===== src/rtl/restoring_divider.sv =====
// Sequential unsigned restoring divider: one quotient bit per clock.
// An accepted start with a non-zero divisor gives done exactly N_W cycles later.
// A zero divisor completes one cycle after acceptance with the saturated result.
// Q, R and div_by_zero are registered and change only on completion or reset.
//
// Handshake: start is accepted on a rising edge only while busy is low (IDLE or FIN).
// Y and B are captured on that edge, and start seen while busy is high is ignored.
// done is a one-cycle pulse while in FIN, and Q/R/div_by_zero are valid from that
// cycle until the next completion.
module restoring_divider #(
  parameter int N_W = 16,
  parameter int D_W = 8
) (
  input  logic           clk,
  input  logic           rst_n,
  input  logic           start,
  input  logic [N_W-1:0] Y,
  input  logic [D_W-1:0] B,
  output logic           busy,
  output logic           done,
  output logic [N_W-1:0] Q,
  output logic [D_W-1:0] R,
  output logic           div_by_zero,
  output logic [1:0]     dbg_state
);

  localparam int C_W = $clog2(N_W) + 1;
  localparam logic [C_W-1:0] CNT_INIT = C_W'(N_W);
  localparam logic [C_W-1:0] CNT_ONE  = C_W'(1);

  typedef enum logic [1:0] {
    IDLE = 2'd0,
    CALC = 2'd1,
    FIN  = 2'd2
  } state_t;

  state_t         state_q, state_d;
  logic [C_W-1:0] cnt_q, cnt_d;
  // Partial remainder, one bit wider than the divisor so the shifted value
  // never loses its top bit before the trial subtraction.
  logic [D_W:0]   rem_q, rem_d;
  // Dividend bits shift out of the top while quotient bits shift in at the bottom.
  // After N_W steps this register holds the quotient.
  logic [N_W-1:0] dvd_q, dvd_d;
  logic [D_W-1:0] dvs_q, dvs_d;
  logic           zero_q, zero_d;
  logic [N_W-1:0] q_q, q_d;
  logic [D_W-1:0] r_q, r_d;
  logic           dbz_q, dbz_d;

  // Datapath for one restoring step
  logic [D_W+1:0] shifted_w;
  logic [D_W+1:0] diff_w;
  logic           fits_w;
  logic [D_W:0]   rem_step;
  logic [N_W-1:0] dvd_step;

  // One restoring step: shift, trial-subtract, keep the difference or restore.
  // The partial remainder is always < divisor, so the shifted value stays below
  // 2*divisor. Bit D_W+1 of the difference is therefore a pure borrow flag.
  always_comb begin
    shifted_w = {rem_q, dvd_q[N_W-1]};
    diff_w    = shifted_w - {2'b00, dvs_q};
    fits_w    = ~diff_w[D_W+1];
    rem_step  = fits_w ? diff_w[D_W:0] : shifted_w[D_W:0];
    dvd_step  = {dvd_q[N_W-2:0], fits_w};
  end

  // Next-state and register-update logic for the IDLE/CALC/FIN controller
  always_comb begin
    state_d = state_q;
    cnt_d   = cnt_q;
    rem_d   = rem_q;
    dvd_d   = dvd_q;
    dvs_d   = dvs_q;
    zero_d  = zero_q;
    q_d     = q_q;
    r_d     = r_q;
    dbz_d   = dbz_q;
    case (state_q)
      IDLE, FIN: begin
        if (start) begin
          // Accept: capture operands and reset the iteration.
          // A zero divisor still passes through CALC for one cycle so that busy
          // is high for exactly that cycle. No restoring step is done then.
          state_d = CALC;
          dvd_d   = Y;
          dvs_d   = B;
          rem_d   = '0;
          cnt_d   = CNT_INIT;
          zero_d  = (B == '0);
        end else begin
          state_d = IDLE;
        end
      end
      CALC: begin
        if (zero_q) begin
          state_d = FIN;
          q_d     = '1;
          r_d     = '0;
          dbz_d   = 1'b1;
        end else begin
          rem_d = rem_step;
          dvd_d = dvd_step;
          cnt_d = cnt_q - CNT_ONE;
          if (cnt_q == CNT_ONE) begin
            state_d = FIN;
            q_d     = dvd_step;
            r_d     = rem_step[D_W-1:0];
            dbz_d   = 1'b0;
          end
        end
      end
      default: begin
        state_d = IDLE;
      end
    endcase
  end

  // State and datapath registers. Reset clears everything at once.
  always_ff @(posedge clk or negedge rst_n) begin
    if (!rst_n) begin
      state_q <= IDLE;
      cnt_q   <= '0;
      rem_q   <= '0;
      dvd_q   <= '0;
      dvs_q   <= '0;
      zero_q  <= 1'b0;
      q_q     <= '0;
      r_q     <= '0;
      dbz_q   <= 1'b0;
    end else begin
      state_q <= state_d;
      cnt_q   <= cnt_d;
      rem_q   <= rem_d;
      dvd_q   <= dvd_d;
      dvs_q   <= dvs_d;
      zero_q  <= zero_d;
      q_q     <= q_d;
      r_q     <= r_d;
      dbz_q   <= dbz_d;
    end
  end

  // Status outputs are decoded straight from the state register
  always_comb begin
    busy        = (state_q == CALC);
    done        = (state_q == FIN);
    Q           = q_q;
    R           = r_q;
    div_by_zero = dbz_q;
    dbg_state   = state_q;
  end

endmodule


===== config.mk =====
export PLATFORM = sky130hd
export DESIGN_NAME = restoring_divider
export DESIGN_NICKNAME = d
export VERILOG_FILES = /design/src/rtl/restoring_divider.sv
export SDC_FILE = /design/constraint.sdc
export NUM_CORES = 1
export LEC_CHECK = 0
export CORE_MARGIN = 2
export CORE_UTILIZATION = 42
export CTS_CLUSTER_SIZE = 28
export DETAILED_ROUTE_END_ITERATION = 8
export GPL_ROUTABILITY_DRIVEN = 0
export PLACE_DENSITY_LB_ADDON = 0.1
export SYNTH_ARGS = -nofsm -noshare
export SYNTH_HDL_FRONTEND = slang
export SYNTH_SLANG_ARGS = --single-unit

===== constraint.sdc =====
create_clock -name clk -period 2 [get_ports clk]
set_input_delay 0.4 -clock clk [delete_from_list [all_inputs] [get_ports clk]]
set_output_delay 0.4 -clock clk [all_outputs]
set_load 0.005 [all_outputs]

Word level (Yosys, flattened, before mapping)
Index checks and enable logic that the tools add are counted.

Register bits after elaboration: 66. Word-level logic and storage cells: 46.

Add/subtract/negate cells: 2. Eq/ne operators: 6. Muxes and demuxes: 20. Bitwise operators: 1. Reduce and logical (&&, ||, !) cells: 8.

Operators with widths (number): $mux W16 (4); $pmux W16 S2 (1); $mux W9 (3); $pmux W9 S2 (1); $mux W8 (2); $mux W5 (2); $pmux W5 S2 (1); $sub A10 B8 Y10 (1); $logic_not A8 Y1 (1); $eq A5 B1 Y1 const B (1); $sub A5 B1 Y5 const B (1); $mux W2 (2); $ne A2 B2 Y1 const B (2); $pmux W2 S2 (1); $reduce_and A2 Y1 (2); $reduce_bool A2 Y1 (2); $mux W1 (3); $ne A3 B1 Y1 const B (1); $reduce_and A3 Y1 (1); $eq A2 B1 Y1 const B (1); $eq A2 B2 Y1 const B (1); $logic_not A2 Y1 (1); $reduce_or A2 Y1 (1); $not A1 Y1 (1).

Longest topological paths before layout
Depth in word-level cells: 4. Depth in mapped cells: 10. Gate-level depth less buffers: 10.

Least setup slack after synthesis
OpenSTA, ideal clock, no wires.

Path kind: register to register. Start point: register rem_q[6]. End point: register rem_q[0]. Arrival: 1.973 ns. Data required time: 1.926 ns. Path slack: -0.047 ns. Cell stages (with the launch flop): 8. Clock period less this slack: 2.047 ns. Path through: dfrtp_1 > ha_1 > nand3_1 > o21ai_0 > nor3b_2 > xnor2_4 > mux2_4 > o21ai_2.

Cells in the longest elaborated chain, start to end: 4.

RTL lines: start, declared (line 41) `logic [D_W:0] rem_q, rem_d;`; start signal, assigned (line 135) `rem_q <= rem_d;`; $sub A10 B8 Y10 (line 63) `diff_w = shifted_w - {2'b00, dvs_q};`; $mux W9 (line 65) `rem_step = fits_w ? diff_w[D_W:0] : shifted_w[D_W:0];`; $mux W9 (line 97) `if (zero_q) begin`; $pmux W9 S2 (line 80) `case (state_q)`.

No other way between the ends. The select of a mux whose other input is x is not followed. A chain may end at the register's enable or synchronous reset.

Worst setup path after layout
Start point: register rem_q[1]. End point: register rem_q[0].

Same word-level chain as after synthesis.

==> key figures <==
Floorplan
  • Io pins: 56
  • Die area: ~8400 um^2
  • Core area: 7330 um^2
  • Die H: ~90 um
  • Starting density of the core: 43.8%
  • Core Rows: 31
  • Die Wd: 91.4 um

GRT
  • Largest net degree at the start of global routing: 67
  • First-pass GRT wire length: approximately 13,000 um
  • Remaining Overflow, GRT: 0
  • Vias in the first global route: roughly 2,600
  • GRT Overall Usage: 19.5%
  • Initial antenna violation count: 0

Route
  • Wire per inst: ~15 um
  • Total Routed Length: 7380 um
  • 1st-pass router iterations: 4
  • Via density: just over 5
  • Routed vias: approximately 2,500
  • Iter 0 DRT Violations: about 120
  • Residual DRC count: 0
  • Post-DRT Antenna Nets: 0

Status
  • Failing checks: negative setup slack
  • Status: finished with violations

Final layout
  • Antenna Cells: 0
  • Area growth syn-to-layout: 40.9%
  • Most frequent cells in the layout: dfrtp_1 (65), nand2_1 (54), clkdlybuf4s50_1 (54), buf_4 (34), o21ai_0 (27)
  • Layout cells sized above 1: 22.7%
  • Final-stage net count: between 400 and 500
  • Commonest non-fill, non-tap cell in the layout: dfrtp_1
  • Post-route cell area: between 4000 and 5000 um^2

Pwr
  • PwrDens: slightly above 2000 nW/um^2
  • Max IR drop VDD: between 800 and 900 uV
  • Leak Pwr: 2.02 nW

Timing
  • Sum Neg Setup Slack: -0.365 ns
  • Slew Limit Headroom: between 60% and 70%
  • Clk_skew: between 0.009 and 0.01 ns
  • Measured slew at the worst slew-check pin: 0.482 ns
  • Final Hold Viols: 0
  • RSZ-0062 raised after global routing: yes
  • Final period utilization: 104%
  • Tmin final: around 2.1 ns
  • Final slew viol count: 0
  • Final worst slack: -0.0825 ns
  • Final setup fails: 13
  • F_max: 0.480 GHz

Clock tree
  • Worst skew pair latency: around 0.35 ns
  • CTS Buf Count: 9
  • Hold Buf Count CTS: 0
  • Clock root cell: clkbuf_8
  • H-tree Lvls: 3
  • Sink Count: 66
  • Bufs on Longest Clock Path: 2
  • CTS tree: done
  • Clk pin slew, worst setup/hold paths: 0.07 ns

Synth
  • Yosys reg bits: 66
  • Compound-Gate Fraction of Synth Area: 15.1%
  • Syn Nets: ~350
  • Number of library cell types mapped by synthesis: 44
  • EDFF count, synth: 0
  • Ys flop type: dfrtp_1
  • Mapped Cells: around 310
  • Mux contribution to synthesized area: approximately 7.3%
  • Warnings from Yosys: 0
  • Post-synthesis simple-gate area fraction: approximately 15%
  • Seq/Total Area, Yosys: between 50% and 60%
  • XOR/XNOR Fraction of Synth Area: under 10%
  • Syn avg cell area: 10.2 um^2
  • Largest family of logic cells by synthesized area: compound AO/OA/AOI/OAI gates
  • Ys async rst share: between 90% and 100%
  • Adder-Cell Fraction of Synth Area: about 4.5%
  • Netlist Area Pre-Place: 3210 um^2

Critical path
  • WP buf/inv: 1
  • CP Launch Point: rem_q[1]
  • Worst setup path end: rem_q[0]
  • Max FO, Critical Path: 9
  • CP max stage cell: dfrtp_1
  • Worst setup SP type: register
  • Reg2reg path depth: 8
  • Reg-to-reg critical path startpoint: rem_q[1]
  • Worst EP required: 2.27 ns
  • R2R Path End: rem_q[0]
  • Crit-path cells: ha_4 -> nand3b_1 -> a211oi_2 -> nor3b_4 -> xnor2_4 -> buf_12 -> mux2_4 -> o21ai_2
  • Crit Path Class: reg -> reg
  • WP data arrival: 2.36 ns
  • Critical path depth: 8
  • Worst path max stage delay: between 0.4 and 0.5 ns
  • Top Family by Delay on Critical Path: flip-flops
  • Crit. End Element: register
  • R2R Setup Slk: -0.08 ns

Placement
  • Post-place instance area: 4120 um^2
  • Port Buffers: 55
  • HPWL Detailed: a little over 5000 um

Worst hold path
  • Hold Crit Class: in -> async

Run
  • # Max-Cap Violations: 0
==> metrics by stage <==
stage / util [%] / hold WS (ns) / setup WS (ns) / instances / total power [mW]
after CTS: 61.1 / 0.0678 / -0.0746 / 504 / 9.04
final: 61.7 / 0.0638 / -0.0825 / 505 / 9.15
after floorplan: - / 0.104 / -0.0296 / 313 / 5.29
after global routing: 61.7 / 0.0917 / -0.165 / 505 / 9.88
after global placement: 56.2 / 0.445 / -0.163 / 485 / 7.04
after detailed placement: 56.2 / 0.445 / -0.221 / 485 / 7.11
==> layer usage <==
layer  vias to the layer above  global-route usage, %  share of wire (%)
li1                       1274                      -                  -
met1                      1203                   27.3                 50
met2                        47                   29.0                 45
met3                        17                   3.82                2.9
met4                         0                   9.09                2.2
met5                         -                      0                  0
==> sequential cells by signal (all words and copies together), names as in the netlist <==
| register | flops |
|---|---|
| Q | 16 |
| R | 8 |
| cnt_q | 5 |
| dbg_state | 2 |
| div_by_zero | 1 |
| dvd_q | 16 |
| dvs_q | 8 |
| rem_q | 9 |
| zero_q | 1 |
==> cell usage after synthesis, drive strengths merged (5+ instances only) <==
library cell  instances  area [um^2]
buf                   8         38.8
nand2                55          206
nor2                  6         27.5
xor2                  5         43.8
mux2i                22          220
o22a                 11         97.6
dfrtp                66         1650
nand3                21          105
ha                   10          125
inv                  12         45.0
nor2b                 5         31.3
clkbuf                7         27.5
a21oi                 7         46.3
o21ai                45          233
==> worst min-delay path by stage <==
stage,to,slack [ns],cells past startpoint
after detailed placement,dvd_q[11],0.45,2
final,dvd_q[11],0.06,2
after global routing,dvd_q[13],0.09,2
after global placement,Q[11],0.44,2
after CTS,Q[14],0.07,2
after floorplan,Q[0],0.10,0
==> area by class of cell <==
type | count | area (um^2)
Timing Repair Buffer | 92 | 861
Clock buffer | 10 | 138
Clock inverter | 6 | 113
Sequential cell | 66 | 1650
Inverter | 12 | 45.0
Tap cell | 99 | 124
Multi-Input combinational cell | 220 | 1590
Fill cell | 596 | 2810
==> cell families after synthesis <==
| family | count (synthesis) |
|---|---|
| mux | 23 |
| compound gates | 76 |
| flops | 66 |
| simple gates | 101 |
| buf+inv | 27 |
| fa+ha+maj | 11 |
| xor+xnor | 9 |
==> what timing repair did <==
action	in CTS	in global routing
resized for setup	16	11
pin swaps	14	10
setup buffers	3	1
endpoints found under the setup margin	30	21
==> where the power goes <==
| group | internal, mW | leakage [nW] | total, mW | switching [mW] |
|---|---|---|---|---|
| combinational | 2.88 | 1.09 | 5.29 | 2.41 |
| clock | 0.866 | 0.127 | 1.40 | 0.529 |
| sequential | 2.00 | 0.809 | 2.46 | 0.467 |
| total | 5.75 | 2.02 | 9.15 | 3.41 |
Power figures use the tool's default switching activity.
